==> config.mk <==
export PLATFORM = sky130hd
export DESIGN_NAME = prio_mux_reg_flat
export DESIGN_NICKNAME = d
export VERILOG_FILES = /design/src/rtl/prio_mux_reg_if.sv /design/src/rtl/prio_mux_reg.sv /design/src/flat_wrapper.sv
export SDC_FILE = /design/constraint.sdc
export NUM_CORES = 1
export LEC_CHECK = 0
export BUFFER_PORTS_ARGS = -buffer_cell sky130_fd_sc_hd__buf_2
export CELL_PAD_IN_SITES_DETAIL_PLACEMENT = 1
export CELL_PAD_IN_SITES_GLOBAL_PLACEMENT = 2
export CORE_MARGIN = 4
export CORE_UTILIZATION = 18
export DETAILED_ROUTE_END_ITERATION = 10
export PLACE_DENSITY = 0.76
export SYNTH_ARGS = -nofsm -noshare
export SYNTH_HDL_FRONTEND = slang
export SYNTH_SLANG_ARGS = --single-unit
==> constraint.sdc <==
create_clock -name clk -period 1.4 [get_ports clk]
set_input_delay 0.21 -clock clk [delete_from_list [all_inputs] [get_ports clk]]
set_output_delay 0.21 -clock clk [all_outputs]
set_load 0.05 [all_outputs]
==> src/rtl/prio_mux_reg_if.sv <==
// Bus bundle for prio_mux_reg: NUM_IN request channels in, one registered beat out.
// Latency: none (wires only).
// Backpressure: in_ready per channel, out_ready from the consumer.
interface prio_mux_reg_if #(
  parameter int WIDTH  = 32,
  parameter int NUM_IN = 4,
  parameter int SEL_W  = 2
);
  logic [NUM_IN-1:0]       in_valid;
  logic [NUM_IN*WIDTH-1:0] in_data;
  logic [NUM_IN-1:0]       in_ready;
  logic                    out_valid;
  logic [WIDTH-1:0]        out_data;
  logic [SEL_W-1:0]        out_sel;
  logic                    out_ready;

  // The arbiter itself: consumes requests and drives the output register.
  modport master (
    input  in_valid, in_data, out_ready,
    output in_ready, out_valid, out_data, out_sel
  );

  // The surroundings: sources and the downstream consumer.
  modport slave (
    output in_valid, in_data, out_ready,
    input  in_ready, out_valid, out_data, out_sel
  );
endinterface

==> src/rtl/prio_mux_reg.sv <==
// Registered N-way priority select (fixed or round-robin) with winning index report.
// Latency: 1 cycle from accepted request to out_valid; full throughput, no bubble on drain+fill.
// Backpressure: single register, no skid; in_ready all zero while out_valid && !out_ready.
// Optional: define PRIO_MUX_RR_EN to build the rr_ptr register and honour rr_mode.
module prio_mux_reg #(
  parameter int WIDTH  = 32,
  parameter int NUM_IN = 4,
  parameter int SEL_W  = 2
) (
  input  logic                 clk,
  input  logic                 reset_n,
  input  logic                 rr_mode,
  prio_mux_reg_if.master       bus
);

  // Lowest-index set bit of v; zero when v is empty (caller qualifies with |v).
  function automatic logic [SEL_W-1:0] first_set(input logic [NUM_IN-1:0] v);
    logic [SEL_W-1:0] r;
    r = '0;
    for (int i = NUM_IN - 1; i >= 0; i--) begin
      if (v[i]) r = i[SEL_W-1:0];
    end
    return r;
  endfunction

  logic              out_valid_q;
  logic [WIDTH-1:0]  out_data_q;
  logic [SEL_W-1:0]  out_sel_q;
  logic              any_req;
  logic              load;
  logic              grant_ok;
  logic [SEL_W-1:0]  winner;
  logic [WIDTH-1:0]  win_data;

  assign any_req = |bus.in_valid;
  assign load    = !out_valid_q || bus.out_ready;
  // Gated by reset_n so no source sees a handshake that the held-in-reset register would drop.
  assign grant_ok = reset_n && load && any_req;

`ifdef PRIO_MUX_RR_EN
  logic [SEL_W-1:0]  rr_ptr;
  logic [NUM_IN-1:0] hi_mask;
  logic [NUM_IN-1:0] hi_req;
  logic [SEL_W-1:0]  rr_next;

  // Round-robin = first requester at or above rr_ptr, else wrap to the lowest requester.
  always_comb begin
    hi_mask = '0;
    for (int i = 0; i < NUM_IN; i++) begin
      hi_mask[i] = (i >= int'(rr_ptr));
    end
    hi_req = bus.in_valid & hi_mask;
    if (rr_mode && (|hi_req)) winner = first_set(hi_req);
    else                      winner = first_set(bus.in_valid);
  end

  // Explicit wrap keeps the pointer below NUM_IN for non-power-of-two channel counts.
  assign rr_next = (int'(winner) == NUM_IN - 1) ? '0 : winner + SEL_W'(1);

  // Pointer advances past the winner only on a round-robin transfer; kept across mode switches.
  always_ff @(posedge clk or negedge reset_n) begin
    if (!reset_n) begin
      rr_ptr <= '0;
    end else if (rr_mode && load && any_req) begin
      rr_ptr <= rr_next;
    end
  end
`else
  logic unused_rr_mode;
  assign unused_rr_mode = rr_mode;

  // Fixed priority only: lowest requesting index wins.
  always_comb begin
    winner = first_set(bus.in_valid);
  end
`endif

  // One-hot acceptance towards the winner and the matching data lane.
  always_comb begin
    bus.in_ready = '0;
    win_data     = '0;
    for (int i = 0; i < NUM_IN; i++) begin
      if (winner == i[SEL_W-1:0]) begin
        bus.in_ready[i] = grant_ok;
        win_data        = bus.in_data[i*WIDTH +: WIDTH];
      end
    end
  end

  // Output register: load on empty or drain; data/sel hold when nothing is accepted.
  always_ff @(posedge clk or negedge reset_n) begin
    if (!reset_n) begin
      out_valid_q <= 1'b0;
      out_data_q  <= '0;
      out_sel_q   <= '0;
    end else if (load) begin
      out_valid_q <= any_req;
      if (any_req) begin
        out_data_q <= win_data;
        out_sel_q  <= winner;
      end
    end
  end

  assign bus.out_valid = out_valid_q;
  assign bus.out_data  = out_data_q;
  assign bus.out_sel   = out_sel_q;

endmodule

==> src/flat_wrapper.sv <==
// flat-port wrapper written by rule: the top's interface ports become plain ports
module prio_mux_reg_flat 
#(
  parameter int WIDTH  = 32,
  parameter int NUM_IN = 4,
  parameter int SEL_W  = 2
)
  (clk, reset_n, rr_mode, bus_in_valid, bus_in_data, bus_out_ready, bus_in_ready, bus_out_valid, bus_out_data, bus_out_sel);
  prio_mux_reg_if #(.WIDTH(WIDTH), .NUM_IN(NUM_IN), .SEL_W(SEL_W)) bus_i ();
  input  logic clk;
  input  logic reset_n;
  input  logic rr_mode;
  input wire logic [$bits(bus_i.in_valid)-1:0] bus_in_valid;
  input wire logic [$bits(bus_i.in_data)-1:0] bus_in_data;
  input wire logic [$bits(bus_i.out_ready)-1:0] bus_out_ready;
  output wire logic [$bits(bus_i.in_ready)-1:0] bus_in_ready;
  output wire logic [$bits(bus_i.out_valid)-1:0] bus_out_valid;
  output wire logic [$bits(bus_i.out_data)-1:0] bus_out_data;
  output wire logic [$bits(bus_i.out_sel)-1:0] bus_out_sel;
  assign bus_i.in_valid = bus_in_valid;
  assign bus_i.in_data = bus_in_data;
  assign bus_i.out_ready = bus_out_ready;
  assign bus_in_ready = bus_i.in_ready;
  assign bus_out_valid = bus_i.out_valid;
  assign bus_out_data = bus_i.out_data;
  assign bus_out_sel = bus_i.out_sel;
  prio_mux_reg #(.WIDTH(WIDTH), .NUM_IN(NUM_IN), .SEL_W(SEL_W)) u_core (.clk(clk), .reset_n(reset_n), .rr_mode(rr_mode), .bus(bus_i));
endmodule
==> metrics.md, run 1 <==
| Metric | Value |
|---|---|
| Gr ovfl total | `0` |
| Status | `finished with violations` |
| Dpl cells | `672` |
| Critical Path AT | `1.27 ns` |
| Area share of the largest cell type after synthesis | `approximately 36%` |
| Most instantiated cells after synthesis | `a21oi_1, dfrtp_1, o21ai_1, nand2_1, inv_1` |
| Dpl cell area | `between 3000 and 4000 sq um` |
| CP Capture Point | `bus_in_ready[3]` |
| Max Cap Viol | `0` |
| Unrepaired setup endpoints after global routing | `true` |
| Main area contributors after synthesis | `dfrtp_1, a21oi_1, nand4b_1` |
| Max Freq | `a little under 700 MHz` |
| R2R setup slack | `0.12 ns` |
| WL final | `12.22 mm` |
| Die Width | `124.7 um` |
| Iter 0 DRT Violations | `98` |
| Avg Inst Size Synth | `around 7.7 sq um` |
| Initial antenna violation count | `1` |
| Clk sink count | `35` |
| Final worst clock skew | `between 0.001 and 0.0015 ns` |
| Worst rel slew slack | `70.65%` |
| Synth unique cells | `27` |
| Crit-path cells | `nor2b_4, nor2_4, and3_4, buf_8` |
| Mapped Area | `2450 sq um` |
| Mapped Nets | `roughly 450` |
| Max-slew violations | `0` |
| Area leader, netlist | `dfrtp_1` |
| Metal2 WL | `approximately 6 mm` |
| H-tree depth | `2` |
| DR vias/cell | `between 4 and 5` |
| Hold Crit Class | `in -> async` |
| Synth warnings | `0` |
| Core footprint | `approximately 13000 sq um` |
| Worst skew pair latency | `between 0.2 and 0.3 ns` |
| I/O pin count | `roughly 180` |
| Longest Clk Path Bufs | `2` |
| Reg-to-reg startpoint | `u_core.bus.out_valid` |
| R2R cell count | `6` |
| Mapped Cells | `318` |
| Worst-path clk slew | `0.06 ns` |
| Mux cell area share after synthesis | `0%` |
| Final worst slack | `-0.07852 ns` |
| Die span in y | `around 120 um` |
| Total CTS buffers | `5` |
| Final nets | `between 600 and 700` |
| Top Metal Used | `met5` |
| Seq cells post-synth | `35` |
| Filler Cell Count | `roughly 1700` |
| Crit end category | `primary output` |
| Final setup viols | `2` |
| Layout area overhead | `61.08%` |
| M1 WL | `roughly 5.2 mm` |
| CTS tree | `yes` |
| Failing checks | `negative setup slack` |
| Worst VDD drop | `approximately 0.42 mV` |
| Post-synth ARST share | `100.0%` |
| Adder-cell area share of the yosys netlist | `0%` |
| Residual DRC | `0` |
| Simple-gate share of the synthesized area | `19.20%` |
| Crit path time final | `1.479 ns` |
| XOR/XNOR Fraction of Synth Area | `0%` |
| Post-DP HPWL | `between 9 and 10 mm` |
| GRT Total Usage | `15.30%` |
| Routability congestion estimate | `0.7936` |
| CP Launch Type | `register` |
| Largest net degree at the start of global routing | `21` |
| Largest family of logic cells by synthesized area | `compound AO/OA/AOI/OAI gates` |
| Static Leak | `0.001880 uW` |
| Vias in the first global route | `3617` |
| Post-synth EDFFs | `0` |
| Vias after detailed routing | `3221` |
| Layout cell share with drive strength beyond 1 | `46.05%` |
| Routed len/inst | `17.91 um` |
| PortBufs | `approximately 170` |
| DIE AREA | `about 16000 sq um` |
| Diodes inserted | `0` |
| CP max FO | `3` |
| Most numerous cell in the Yosys netlist | `a21oi_1` |
| Routed wl met3 | `about 960 um` |
| Slew @ Worst Pin | `around 0.44 ns` |
| Synth Flop Type | `dfrtp_1` |
| Starting density of the core | `18.43%` |
| CTS Root Cell | `clkbuf_16` |
| Crit-path slowest cell | `dfrtp_2` |
| Period utilization | `105.6%` |
| Cell Pwr Density | `about 970 nW/um^2` |
| Tot Pwr | `about 3800 uW` |
| Crit path required time | `~1.2 ns` |
| Fin cells | `682` |
| Synth Area in Compound Gates | `between 30% and 40%` |
| First-pass GRT wire length | `between 15 and 20 mm` |
| Max stage delay on crit path | `around 0.42 ns` |
| Routed Antenna Nets | `0` |
| Crit Path Category | `reg -> out` |
| Post-route cell area | `approximately 3900 sq um` |
| Post-synthesis sequential area ratio | `~36%` |
| FP Rows | `42` |
| Final hold violation count | `0` |
| Pre-antenna DRT Iters | `4` |
| Setup crit start | `u_core.bus.out_valid` |
| Worst R2R End | `u_core.bus.out_data[24]` |
==> flip-flops by register name, indices dropped and copies added (netlist names) <==
register	flops
u_core.bus.out_data	32
u_core.bus.out_sel	2
u_core.bus.out_valid	1
==> worst max-delay path: cells and delay by family (launching register included) <==
kind	cells	cell delay (ns)
buf+inv	1	0.15
flops	1	0.42
simple gates	3	0.43
==> power breakdown <==
part           total, uW  internal (uW)  switching [uW]
combinational       1530            514            1020
clock               1050            640             406
sequential          1230           1150            82.1
==> how the worst min path moves through the flow <==
stage                              end  slack (ns)    start
2_1_floorplan   u_core.bus.out_data[0]       -0.09  reset_n
3_3_place_gp     u_core.bus.out_sel[1]        0.07  reset_n
3_5_place_dp     u_core.bus.out_sel[1]        0.07  reset_n
4_1_cts        u_core.bus.out_data[11]        0.05  reset_n
5_1_grt        u_core.bus.out_data[11]        0.07  reset_n
6_report       u_core.bus.out_data[11]        0.05  reset_n
==> placed cells by master (no fill, tap or decap), types with 2 or more instances in the layout <==
cell	n
buf_4	34
o21ai_1	29
o22ai_1	20
nand4b_1	20
clkbuf_16	5
a21oi_1	73
nor2_1	4
nor2b_1	12
buf_12	4
and3_4	3
dlygate4sd3_1	2
nor2_2	2
o21ai_0	15
a311oi_1	12
dfrtp_1	34
buf_2	169
buf_6	5
inv_1	21
nand2_1	26
==> repair_timing <==
item                                    4_1_cts  5_1_grt
resized for setup                            10        2
pin swaps                                     0        0
cloned                                        0        0
setup buffers                                 2        0
hold buffers                                  2        0
endpoints found under the setup margin        4       10
endpoints found under the hold margin         2        0
==> logic make-up (layout without fill, tap and decap cells) <==
logic type,after synthesis,count (layout)
AOI/OAI and AO/OA,152,152
and+or+nand+nor,77,77
buffers and inverters,54,242
DFF,35,35
==> routing by layer <==
metal / vias to the layer above / GRT usage (%)
met1: 1542 / 18.63
met4: 2 / 2.579
met5: - / 0
met2: 133 / 26.97
met3: 8 / 4.631
li1: 1536 / -
==> per-stage QoR <==
stage | util [%] | worst slack [ns] | hold slack (ns) | setup TNS [ns]
2_1_floorplan | - | -0.03532 | -0.08559 | -0.04373
3_3_place_gp | 28.16 | -0.1302 | 0.06946 | -3.108
3_5_place_dp | 28.16 | -0.1828 | 0.07056 | -4.333
4_1_cts | 29.63 | -0.09627 | 0.04956 | -0.1608
5_1_grt | 29.68 | -0.1334 | 0.07468 | -0.3290
6_report | 29.68 | -0.07852 | 0.04696 | -0.1018
==> layout make-up <==
cell class	instances	area (sq um)	share of cell area, %
Clock buffer	6	128.9	3.266
Inverter	21	78.83	1.997
Multi-Input combinational cell	229	1369	34.69
Sequential cell	35	877.1	22.23
Tap cell	176	220.2	5.580
Timing Repair Buffer	215	1272	32.24
Power figures use the tool's default switching activity.
==> run 2: changes to the inputs <==
==> constraint.sdc (replaced) <==
create_clock -name clk -period 1.4 [get_ports clk]
set_input_delay 0.14 -clock clk [delete_from_list [all_inputs] [get_ports clk]]
set_output_delay 0.14 -clock clk [all_outputs]
set_load 0.05 [all_outputs]
==> metrics.md, run 2 (synthesis results as in run 1) <==
| Metric | Value |
|---|---|
| WL final | `roughly 12 mm` |
| Initial antenna violation count | `0` |
| Layout area overhead | `61.64%` |
| Final setup viols | `1` |
| Hold Crit Class | `in -> async` |
| Max reg flops | `32` |
| R2R cell count | `7` |
| Max Cap Viol | `0` |
| Iter 0 DRT Violations | `126` |
| Most common cell after layout, fill and taps aside | `buf_2` |
| Worst rel slew slack | `63.19%` |
| DIE AREA | `15540 sq um` |
| Worst skew pair latency | `0.28 ns` |
| Crit-path slowest cell | `dfrtp_2` |
| M1 WL | `5.021 mm` |
| Final hold violation count | `0` |
| Critical path buffers and inverters | `1` |
| Max stage delay on crit path | `0.43 ns` |
| Top Metal Used | `met4` |
| Crit path required time | `between 1 and 1.5 ns` |
| CTS Root Cell | `clkbuf_16` |
| Utilization after layout | `~30%` |
| Layout cell share with drive strength beyond 1 | `a little under half` |
| Failing checks | `negative setup slack` |
| First-pass GRT wire length | `approximately 19 mm` |
| Cell Pwr Density | `slightly below 1000 nW/um^2` |
| Longest Clk Path Bufs | `2` |
| Crit end category | `primary output` |
| Max-slew violations | `0` |
| Worst-path clk slew | `around 0.06 ns` |
| Largest net degree at the start of global routing | `31` |
| Die Width | `124.7 um` |
| Die span in y | `approximately 120 um` |
| I/O pin count | `between 150 and 200` |
| R2R setup slack | `around 0.080 ns` |
| Routed len/inst | `~18 um` |
| DR vias/cell | `~4.7` |
| Starting density of the core | `a little under a fifth` |
| Residual DRC | `0` |
| Period utilization | `100.8%` |
| Worst R2R End | `u_core.bus.out_data[1]` |
| PortBufs | `between 150 and 200` |
| Most frequent cells in the layout | `buf_2, a21oi_1, dfrtp_1, o21ai_1, buf_4` |
| FP Rows | `42` |
| Critical Path AT | `around 1.3 ns` |
| Crit path max-delay family | `flip-flops` |
| CP Launch Type | `register` |
| Crit-path cells | `nor2b_4, nor2_4, and3_4, buf_12` |
| Diodes inserted | `0` |
| H-tree depth | `2` |
| Max Freq | `708.6 MHz` |
| CTS tree | `yes` |
| Unrepaired setup endpoints after global routing | `true` |
| Total CTS buffers | `5` |
| CP max FO | `3` |
| GRT Total Usage | `15.33%` |
| Metal2 WL | `~6.2 mm` |
| Status | `finished with violations` |
| Filler Cell Count | `1655` |
| Final nets | `approximately 640` |
| Vias after detailed routing | `3163` |
| Clk sink count | `35` |
| Gr ovfl total | `0` |
| Pre-antenna DRT Iters | `4` |
| Worst VDD drop | `between 0.3 and 0.4 mV` |
| Slew @ Worst Pin | `approximately 0.55 ns` |
| Post-DP HPWL | `9.580 mm` |
| Static Leak | `0.001876 uW` |
| Reg-to-reg startpoint | `u_core.bus.out_valid` |
| Crit Path Category | `reg -> out` |
| Routed Antenna Nets | `0` |
| Routed wl met3 | `859 um` |
| Final worst slack | `-0.01117 ns` |
| Routability congestion estimate | `approximately 0.8` |
| Final worst clock skew | `between 0.009 and 0.01 ns` |
| Core footprint | `roughly 13000 sq um` |
| Dpl cells | `666` |
| Vias in the first global route | `around 3600` |
| Crit path time final | `between 1 and 1.5 ns` |
| Fin cells | `677` |
==> run 2: cell count changes in the layout (fill, tap and decap cells not counted), sizes merged <==
cell,change
buf,-5
clkbuf,+1
dlygate4sd3,-1
==> run 2: how the worst max path moves through the flow <==
| stage | cells after the start | endpoint | slack [ns] | from |
|---|---|---|---|---|
| 3_3_place_gp | 5 | u_core.bus.out_data[14] | -0.08 | bus_in_valid[2] |
| 5_1_grt | 4 | bus_in_ready[3] | -0.06 | u_core.bus.out_valid |
| 6_report | 4 | bus_in_ready[3] | -0.01 | u_core.bus.out_valid |
| 3_5_place_dp | 5 | u_core.bus.out_data[23] | -0.19 | bus_in_valid[2] |
| 2_1_floorplan | 6 | u_core.bus.out_data[23] | 0.004 | u_core.bus.out_valid |
| 4_1_cts | 4 | bus_in_ready[3] | -0.06 | u_core.bus.out_valid |
==> run 2: where the power goes <==
part | internal (uW) | switching, uW
clock network | 652 | 432
registers | 1150 | 80.3
logic | 517 | 1020
total | 2320 | 1530
==> run 2: what timing repair did <==
| action | CTS | global route |
|---|---|---|
| resized for setup | 9 | 5 |
| endpoints found under the hold margin | 5 | 0 |
| setup buffers | 3 | 0 |
| hold buffers | 1 | 0 |
| endpoints found under the setup margin | 4 | 24 |
| pin swaps | 2 | 1 |
==> run 2: layout make-up <==
cell class,instances,area (sq um),share of cell area (%)
clock buffers,7,132.6,3.349
repair buffers,209,1271,32.10
flip-flops and latches,35,877.1,22.15
well taps,176,220.2,5.561
multi-input cells,229,1380,34.85
inverters,21,78.83,1.991
==> run 2: stage by stage <==
step	power (uW)	hold WS [ns]	setup TNS, ns	setup slack, ns	instance area, sq um
global route	4061	0.1146	-0.09559	-0.06324	3960
finish	3854	0.04566	-0.01117	-0.01117	3960
CTS	3917	0.08215	-0.06512	-0.06097	3940
detailed placement	2769	0.03696	-3.016	-0.1909	3727
floorplan	2173	-0.1556	0	0.004285	2497
global placement	2738	0.03233	-1.180	-0.07699	3727
==> run 2: per-layer routing <==
metal  GRT usage, %  vias up
li1               -     1526
met1          17.70     1504
met2          27.93      121
met3          4.331       12
met4          3.546        0
met5              0        -
